File: src/rtl/fetch_pkg.sv
// ---------------------------------------------------------------------------
// fetch_pkg: shared types and constants for the instruction fetch unit.
//   fetch_state_t    : fetch FSM state encoding
//   INSTR_NOP        : instruction driven to the decoder when nothing is valid
//   DEFAULT_RESET_PC : default first fetch address
// ---------------------------------------------------------------------------
package fetch_pkg;

    localparam int unsigned XLEN = 32;

    typedef enum logic [1:0] {
        FETCH_REQ = 2'd0,
        WAIT_RSP  = 2'd1,
        HOLD      = 2'd2,
        DROP      = 2'd3
    } fetch_state_t;

    localparam logic [XLEN-1:0] INSTR_NOP        = 32'h0000_0013;
    localparam logic [XLEN-1:0] DEFAULT_RESET_PC = 32'h0000_0000;

endpackage

File: src/rtl/instr_fetch_if.sv
// ---------------------------------------------------------------------------
// instr_fetch_if: request/response channel between the fetch unit and memory.
//   mem_req_valid/ready/addr : fetch request handshake, word-aligned address
//   mem_rsp_valid/data       : read data return, one per accepted request
// Modports: master = fetch unit side, slave = memory side.
// ---------------------------------------------------------------------------
interface instr_fetch_if #(
    parameter int unsigned DATA_WIDTH = 32
);

    logic                  mem_req_valid;
    logic                  mem_req_ready;
    logic [DATA_WIDTH-1:0] mem_req_addr;
    logic                  mem_rsp_valid;
    logic [DATA_WIDTH-1:0] mem_rsp_data;

    modport master (
        output mem_req_valid,
        output mem_req_addr,
        input  mem_req_ready,
        input  mem_rsp_valid,
        input  mem_rsp_data
    );

    modport slave (
        input  mem_req_valid,
        input  mem_req_addr,
        output mem_req_ready,
        output mem_rsp_valid,
        output mem_rsp_data
    );

endinterface

File: src/rtl/fetch_buffer.sv
// ---------------------------------------------------------------------------
// fetch_buffer: output register group presenting one instruction to decode.
//   clk, rst   : clock, asynchronous active-high reset
//   load_i     : capture instr_i/pc_i and raise valid_o
//   clear_i    : drop the held instruction (valid_o=0, instr_o=NOP)
//   instr_i    : instruction word to capture
//   pc_i       : address of instr_i
//   instr_o    : held instruction, NOP while not valid
//   pc_o       : address of instr_o
//   valid_o    : instr_o/pc_o are valid
// ---------------------------------------------------------------------------
module fetch_buffer
    import fetch_pkg::*;
#(
    parameter int unsigned           DATA_WIDTH = 32,
    parameter logic [DATA_WIDTH-1:0] RESET_PC   = DATA_WIDTH'(DEFAULT_RESET_PC)
) (
    input  logic                  clk,
    input  logic                  rst,
    input  logic                  load_i,
    input  logic                  clear_i,
    input  logic [DATA_WIDTH-1:0] instr_i,
    input  logic [DATA_WIDTH-1:0] pc_i,
    output logic [DATA_WIDTH-1:0] instr_o,
    output logic [DATA_WIDTH-1:0] pc_o,
    output logic                  valid_o
);

    logic [DATA_WIDTH-1:0] instr_q;
    logic [DATA_WIDTH-1:0] pc_q;
    logic                  valid_q;

    // Clear wins over load; the NOP is re-driven whenever the slot empties.
    always_ff @(posedge clk or posedge rst) begin
        if (rst) begin
            instr_q <= DATA_WIDTH'(INSTR_NOP);
            pc_q    <= RESET_PC;
            valid_q <= 1'b0;
        end else if (clear_i) begin
            instr_q <= DATA_WIDTH'(INSTR_NOP);
            valid_q <= 1'b0;
        end else if (load_i) begin
            instr_q <= instr_i;
            pc_q    <= pc_i;
            valid_q <= 1'b1;
        end
    end

    assign instr_o = instr_q;
    assign pc_o    = pc_q;
    assign valid_o = valid_q;

endmodule

File: src/rtl/instr_fetch.sv
// ---------------------------------------------------------------------------
// instr_fetch: single-outstanding instruction fetch unit with redirect.
//   clk, rst    : clock, asynchronous active-high reset
//   mem         : memory request/response channel (master side)
//   instr       : instruction to the decoder (NOP while instr_valid=0)
//   instr_valid : instr and pc_out are valid
//   instr_ready : decoder consumes instr
//   pc_out      : address of instr
//   PCsrc       : branch/jump redirect strobe
//   pc_target   : redirect address, low two bits ignored
// ---------------------------------------------------------------------------
module instr_fetch
    import fetch_pkg::*;
#(
    parameter int unsigned           DATA_WIDTH = 32,
    parameter logic [DATA_WIDTH-1:0] RESET_PC   = DATA_WIDTH'(DEFAULT_RESET_PC)
) (
    input  logic                  clk,
    input  logic                  rst,
    instr_fetch_if.master         mem,
    output logic [DATA_WIDTH-1:0] instr,
    output logic                  instr_valid,
    input  logic                  instr_ready,
    output logic [DATA_WIDTH-1:0] pc_out,
    input  logic                  PCsrc,
    input  logic [DATA_WIDTH-1:0] pc_target
);

    fetch_state_t          state_q, state_d;
    logic [DATA_WIDTH-1:0] pc_q, pc_d;
    logic [DATA_WIDTH-1:0] req_addr_q, req_addr_d;
    logic                  req_valid_q, req_valid_d;
    logic                  drop_q, drop_d;
    logic                  buf_load;
    logic                  buf_clear;
    logic                  req_accept;
    logic [DATA_WIDTH-1:0] redirect_pc;

    assign req_accept  = req_valid_q && mem.mem_req_ready;
    assign redirect_pc = pc_target & ~DATA_WIDTH'(3);

    // State and PC registers.
    always_ff @(posedge clk or posedge rst) begin
        if (rst) begin
            state_q     <= FETCH_REQ;
            pc_q        <= RESET_PC;
            req_addr_q  <= RESET_PC;
            req_valid_q <= 1'b0;
            drop_q      <= 1'b0;
        end else begin
            state_q     <= state_d;
            pc_q        <= pc_d;
            req_addr_q  <= req_addr_d;
            req_valid_q <= req_valid_d;
            drop_q      <= drop_d;
        end
    end

    // Next-state, PC and buffer control.
    always_comb begin
        state_d    = state_q;
        pc_d       = pc_q;
        drop_d     = drop_q;
        req_addr_d = req_addr_q;
        buf_load   = 1'b0;
        buf_clear  = 1'b0;

        case (state_q)
            FETCH_REQ: begin
                // The issued request cannot be withdrawn; remember to discard its data.
                if (PCsrc) begin
                    pc_d   = redirect_pc;
                    drop_d = 1'b1;
                end
                if (req_accept) begin
                    state_d = (drop_q || PCsrc) ? DROP : WAIT_RSP;
                    drop_d  = 1'b0;
                end
            end
            WAIT_RSP: begin
                if (PCsrc) begin
                    pc_d    = redirect_pc;
                    state_d = mem.mem_rsp_valid ? FETCH_REQ : DROP;
                end else if (mem.mem_rsp_valid) begin
                    buf_load = 1'b1;
                    state_d  = HOLD;
                end
            end
            HOLD: begin
                // Redirect and consume together: instruction retires, pc takes the target.
                if (PCsrc) begin
                    pc_d      = redirect_pc;
                    buf_clear = 1'b1;
                    state_d   = FETCH_REQ;
                end else if (instr_ready) begin
                    pc_d      = pc_q + DATA_WIDTH'(4);
                    buf_clear = 1'b1;
                    state_d   = FETCH_REQ;
                end
            end
            DROP: begin
                // A redirect here only moves pc; the stale response still ends DROP.
                if (PCsrc) begin
                    pc_d = redirect_pc;
                end
                if (mem.mem_rsp_valid) begin
                    state_d = FETCH_REQ;
                end
            end
            default: begin
                state_d = FETCH_REQ;
            end
        endcase

        req_valid_d = (state_d == FETCH_REQ);
        // Address is latched only when a new request starts, so it holds while unaccepted.
        if (state_d == FETCH_REQ && state_q != FETCH_REQ) begin
            req_addr_d = pc_d;
        end
    end

    assign mem.mem_req_valid = req_valid_q;
    assign mem.mem_req_addr  = req_addr_q;

    fetch_buffer #(
        .DATA_WIDTH (DATA_WIDTH),
        .RESET_PC   (RESET_PC)
    ) u_fetch_buffer (
        .clk     (clk),
        .rst     (rst),
        .load_i  (buf_load),
        .clear_i (buf_clear),
        .instr_i (mem.mem_rsp_data),
        .pc_i    (pc_q),
        .instr_o (instr),
        .pc_o    (pc_out),
        .valid_o (instr_valid)
    );

endmodule

File: src/flat_wrapper.sv
// flat-port wrapper written by rule: the top's interface ports become plain ports
module instr_fetch_flat import fetch_pkg::*;
#(
    parameter int unsigned           DATA_WIDTH = 32,
    parameter logic [DATA_WIDTH-1:0] RESET_PC   = DATA_WIDTH'(DEFAULT_RESET_PC)
)
  (clk, rst, instr, instr_valid, instr_ready, pc_out, PCsrc, pc_target, mem_mem_req_valid, mem_mem_req_addr, mem_mem_req_ready, mem_mem_rsp_valid, mem_mem_rsp_data);
  instr_fetch_if #(.DATA_WIDTH(DATA_WIDTH)) mem_i ();
  input  logic clk;
  input  logic rst;
  output logic [DATA_WIDTH-1:0] instr;
  output logic instr_valid;
  input  logic instr_ready;
  output logic [DATA_WIDTH-1:0] pc_out;
  input  logic PCsrc;
  input  logic [DATA_WIDTH-1:0] pc_target;
  output wire logic [$bits(mem_i.mem_req_valid)-1:0] mem_mem_req_valid;
  output wire logic [$bits(mem_i.mem_req_addr)-1:0] mem_mem_req_addr;
  input wire logic [$bits(mem_i.mem_req_ready)-1:0] mem_mem_req_ready;
  input wire logic [$bits(mem_i.mem_rsp_valid)-1:0] mem_mem_rsp_valid;
  input wire logic [$bits(mem_i.mem_rsp_data)-1:0] mem_mem_rsp_data;
  assign mem_mem_req_valid = mem_i.mem_req_valid;
  assign mem_mem_req_addr = mem_i.mem_req_addr;
  assign mem_i.mem_req_ready = mem_mem_req_ready;
  assign mem_i.mem_rsp_valid = mem_mem_rsp_valid;
  assign mem_i.mem_rsp_data = mem_mem_rsp_data;
  instr_fetch #(.DATA_WIDTH(DATA_WIDTH), .RESET_PC(RESET_PC)) u_core (.clk(clk), .rst(rst), .mem(mem_i), .instr(instr), .instr_valid(instr_valid), .instr_ready(instr_ready), .pc_out(pc_out), .PCsrc(PCsrc), .pc_target(pc_target));
endmodule
File: config.mk
export PLATFORM = sky130hd
export DESIGN_NAME = instr_fetch_flat
export DESIGN_NICKNAME = d
export VERILOG_FILES = /design/src/rtl/fetch_pkg.sv /design/src/rtl/instr_fetch_if.sv /design/src/rtl/fetch_buffer.sv /design/src/rtl/instr_fetch.sv /design/src/flat_wrapper.sv
export SDC_FILE = /design/constraint.sdc
export NUM_CORES = 1
export LEC_CHECK = 0
export CAP_MARGIN = 20
export CORE_MARGIN = 10
export CORE_UTILIZATION = 35
export CTS_CLUSTER_DIAMETER = 30
export DETAILED_ROUTE_END_ITERATION = 7
export MAX_ROUTING_LAYER = met4
export PLACE_DENSITY = 0.68
export SYNTH_ARGS = -nofsm -noshare
export SYNTH_HDL_FRONTEND = slang
export SYNTH_SLANG_ARGS = --single-unit
File: constraint.sdc
create_clock -name clk -period 5.08 [get_ports clk]
set_clock_uncertainty 0.1 [all_clocks]
set_input_delay 0.508 -clock clk [delete_from_list [all_inputs] [get_ports clk]]
set_output_delay 0.508 -clock clk [all_outputs]
set_load 0.01 [all_outputs]
# Yosys cells after proc, flatten, opt, wreduce, memory -nomap -nowiden
# Cells that the tools add are included.
op_classes:
  n_div: 0
  n_eq_ne: 3
  add_sub_neg: 1
  shift: 0
  magnitude_cmp: 0
  n_mul: 0
  n_mux: 25
  reduce_logical: 11
  bitwise_logic: 1
op_table:
  columns: ["cell", "n"]
  rows:
  - ["$mux W32", 5]
  - ["$pmux W32 S2", 1]
  - ["$add A32 B3 Y32 const B", 1]
  - ["$mux W2", 8]
  - ["$mux W1", 10]
  - ["$pmux W2 S4", 1]
  - ["$reduce_bool A2 Y1", 3]
  - ["$eq A2 B2 Y1 const B", 2]
  - ["$logic_not A2 Y1", 2]
  - ["$reduce_and A2 Y1", 2]
  - ["$reduce_or A3 Y1", 1]
  - ["$eq A2 B1 Y1 const B", 1]
  - ["$logic_and A1 B1 Y1", 2]
  - ["$logic_or A1 B1 Y1", 1]
  - ["$not A1 Y1", 1]
totals:
  memories: 0
  mem_bits_rw: 0
  in_bits: 70
  latch_bits: 0
  word_cells: 49
  out_inout_bits: 98
  regBits: 133
  mem_bits_ro: 0

# Depth between registers and ports, before layout
depth:
  ltp_word: 6
  mapped_depth: 7
  mapped_depth_nobuf: 6

# By module
# Synthesis repeated with hierarchy kept, for this count alone.
unflattened:
  hier_cells: 451
  area_unflattened_um2: 5975.7
modules_own_cells:
  columns: ["mod", "n_inst", "area_per_inst_um2", "cells_each"]
  rows:
  - ["instr_fetch", 1, 3315.7, 274]
  - ["fetch_buffer", 1, 2660.1, 177]

# Worst setup path after synthesis
# No wires, ideal clock.
synth_timing:
  path_kind: "in2reg"
  from: "input PCsrc"
  to: "register u_core.req_addr_q[25] (netlist: u_core.mem.mem_req_addr[25])"
  setup_time_ns: 0.134
  setup_slack_ns: 2.916
  cell_stages: 6
  required_ns: 4.846
  t_arrival_ns: 1.930
  cell_sequence: "nand2b_1 > or3_1 > buf_2 > nor4_4 > and3_1 > o31ai_2"
synth_via:
  elab_chain_cells: 6
synth_rtl:
  columns: ["element", "line", "rtl"]
  rows:
  - ["start, declared", "flat_wrapper.sv:15", "input logic PCsrc;"]
  - ["$logic_or A1 B1 Y1", "instr_fetch.sv:76", "state_d = (drop_q || PCsrc) ? DROP : WAIT_RSP;"]
  - ["$mux W2", "instr_fetch.sv:76", null]
  - ["$mux W2", "instr_fetch.sv:75", "if (req_accept) begin"]
  - ["$pmux W2 S4", "instr_fetch.sv:68", "case (state_q)"]
  - ["$logic_not A2 Y1", "instr_fetch.sv:117", "if (state_d == FETCH_REQ && state_q != FETCH_REQ) begin"]
  - ["$logic_and A1 B1 Y1", "instr_fetch.sv:117", null]
  - ["end signal, assigned", "instr_fetch.sv:53", "req_addr_q <= req_addr_d;"]
  - ["end, declared", "instr_fetch.sv:31", "logic [DATA_WIDTH-1:0] req_addr_q, req_addr_d;"]
# Parallel ways exist; a longest one is shown, timed or not.
# A chain may end at the register's enable or synchronous reset.

# Worst setup path in the final report
layout_timing:
  from: "input PCsrc"
  to: "register u_core.req_addr_q[28] (netlist: u_core.mem.mem_req_addr[28])"
# The elaborated chain is that of the path after synthesis.

==> impl_metrics.tcl <==
set metrics [dict create \
    min_period_ns 2.81 \
    crit_fanout 25 \
    max_cap_viol_count 0 \
    cts_num_sinks 133 \
    avgRoutedWirePerCell_microns 18.0 \
    grtUsageMet3 0.0488 \
    antenna_cells 0 \
    start_util 0.354 \
    grt_pass1_vias 5135 \
    fin_crit_sh 0.554 \
    nets 804 \
    drv_slew 0 \
    cts_hold_buf 0 \
    finalSetupTns_ns 0 \
    setup_viol 0 \
    synthCells 574 \
    grt_pass1_wl_microns 27600 \
    drt_iter0_markers 295 \
    peakVddDrop_mv 0.302 \
    synth_top_area_frac 0.558 \
    nFillCells 1511 \
    via_per_inst 4.95 \
    cp.required_ns 5.34 \
    ys_ff_latch 133 \
    clock.fmax_ghz 0.355 \
    relSlewSlack 0.400 \
    cts_tree "done" \
    slowest_delay_ns 0.58 \
    layout.cells.non_filler 966 \
    grt.met1_usage 0.193 \
    synth_nets 645 \
    cp.arrival_ns 3.07 \
    finalPower_mw 4.67 \
    synthFlopType "dfrtp_1" \
    io_pins 168 \
    dpl.hpwl_microns 12400 \
    die_y_microns 149 \
    wirelength_microns 17400 \
    die_width_microns 149 \
    drtAntennaViolNets 0 \
    clk_pin_slew_worst_paths_ns 0.06 \
    power.density_mw_per_mm2 557 \
    place_congestion 0.798 \
    setup.worst_path.class "in -> reg" \
    drc 0 \
    dp.cells 933 \
    grt_max_degree 100 \
    synth_cell_types 53 \
    stdcell_area_sq_mm 0.00838 \
    grt.busiest_layer "met2" \
    use_met2 0.256 \
    drive_gt1_frac 0.115 \
    startpoint_type "input pin" \
    insertion_delay_ns 0.42 \
    post-cts-setup-buffers 0 \
    hold_violations 0 \
    cts_buffer_depth 2 \
    leakage_nw 3.79 \
    cts-resized-gates 0 \
    synth_top_cell_by_area "dfrtp_1" \
    vias 4786 \
    dpl_cell_area_sq_mm 0.00771 \
    rsz0062_at_grt "false" \
    netlist_area_sq_mm 0.00583 \
    tightest_slew_ns 0.900 \
    outcome "completed" \
    numCtsBuffers 17 \
    crit_chain "buf_2, buf_4, nand3b_1, nor4_2, nand4_1, or4_1, nand3_1" \
    synth-edff-count 0 \
    avgSynthCellArea_sq_um 10.2 \
    yosysSeqAreaShare 0.571 \
    grt-ovfl-total 0 \
    firstDrtPassIters 4 \
    hold_ws_ns 0.365 \
    hold_class "reg -> reg" \
    portBuffers 165 \
    grt_usage 0.161 \
    area_delta_synth_final_pct 43.7 \
    end_kind "flop" \
    root_buffer "clkbuf_16" \
    htree_num_levels 4 \
    synthArstFlopShare 1.00 \
    placementRows 47 \
    yosysWarnings 0 \
    die-area_sq_mm 0.0222 \
    core_sq_mm 0.0165 \
    crit_path_top_delay_cell "nor4_2" \
    ys_top_cells_by_area "dfrtp_1 (56%), nand2_1 (11%), mux2_2 (5.4%)" \
    antenna_found_initial 0 \
]
-- report_power, final --
part	total, mW	leakage, nW	switching, mW	internal (mW)
Combinational	1.62	1.82	0.740	0.885
Sequential	1.68	1.67	0.248	1.43
Clock	1.37	0.304	0.471	0.896
-- worst max-delay path: cells and delay by family --
family                 cells  cell delay, ns
and+or+nand+nor            5            1.93
buffers and inverters      2            0.62
-- path summary, 6_finish.rpt --
| kind | from | endpoint | slack, ns | cells after the start |
|---|---|---|---|---|
| max in group asynchronous | rst | u_core.mem.mem_req_addr[13] | 3.29 | 3 |
| min in group asynchronous | rst | u_core.u_fetch_buffer.instr_o[23] | 0.55 | 2 |
| worst min register to register | u_core.pc_q[0] | u_core.u_fetch_buffer.pc_o[0] | 0.37 | 2 |
| worst min-delay path | u_core.pc_q[0] | u_core.u_fetch_buffer.pc_o[0] | 0.37 | 2 |
| worst max-delay path | PCsrc | u_core.mem.mem_req_addr[28] | 2.27 | 7 |
| worst max register to register | u_core.state_q[1] | u_core.mem.mem_req_addr[28] | 2.47 | 5 |
-- flip-flops by register name (all words and copies together), names as in the netlist --
| register | flops |
|---|---|
| u_core.u_fetch_buffer.valid_o | 1 |
| u_core.mem.mem_req_addr | 32 |
| u_core.drop_q | 1 |
| u_core.u_fetch_buffer.instr_o | 32 |
| u_core.mem.mem_req_valid | 1 |
| u_core.pc_q | 32 |
| u_core.u_fetch_buffer.pc_o | 32 |
| u_core.state_q | 2 |
-- per-layer routing --
layer | share of wire | wire length, microns
met1 | 0.44 | 7680
met2 | 0.48 | 8400
met3 | 0.055 | 958
met4 | 0.019 | 334
met5 | 0 | 0
-- cell type report --
| class | count | area, sq um | area share |
|---|---|---|---|
| Tap cell | 220 | 275 | 0.0328 |
| Multi-Input combinational cell | 406 | 2390 | 0.285 |
| Timing Repair Buffer | 171 | 1710 | 0.204 |
| Clock buffer | 20 | 457 | 0.0545 |
| Clock inverter | 12 | 201 | 0.0240 |
| Inverter | 4 | 20.0 | 0.00239 |
| Sequential cell | 133 | 3330 | 0.398 |
-- kinds of logic (layout without fill, tap and decap cells) --
| family | after synthesis | after routing | share of synthesized area |
|---|---|---|---|
| mux | 58 | 58 | 0.106 |
| flops | 133 | 133 | 0.571 |
| compound gates | 56 | 56 | 0.0618 |
| simple gates | 288 | 288 | 0.231 |
| xor+xnor | 3 | 3 | 0.00451 |
| buf+inv | 35 | 207 | 0.0236 |
| fa+ha+maj | 1 | 1 | 0.00214 |
-- placed cells by master, fill, tap and decap left out, drive strengths merged, types with 9 or more instances in the layout --
cell and instances:
clkdlybuf4s50 164, o21ai 16, mux2 28, a21oi 11
mux2i 30, nor2 17, a31oi 9, nand3 41
nand2 177, dfrtp 130, clkbuf 20
-- metrics by stage --
| step | utilization | setup slack (ns) |
|---|---|---|
| after global routing | 0.509 | 2.09 |
| after floorplan | - | 0.923 |
| after global placement | 0.467 | 1.90 |
| after detailed placement | 0.468 | 1.85 |
| after CTS | 0.508 | 2.27 |
| final | 0.509 | 2.27 |
-- Yosys cell counts, drive strengths merged (8+ instances only) --
cell type    n
nand3       41
a31oi        9
dfrtp      130
nor4         8
a21oi       11
mux2        28
nand2      177
o21ai       16
clkbuf      26
nor2        17
nor2b        8
mux2i       30
and3         8
(Power assumes the default switching activity.)
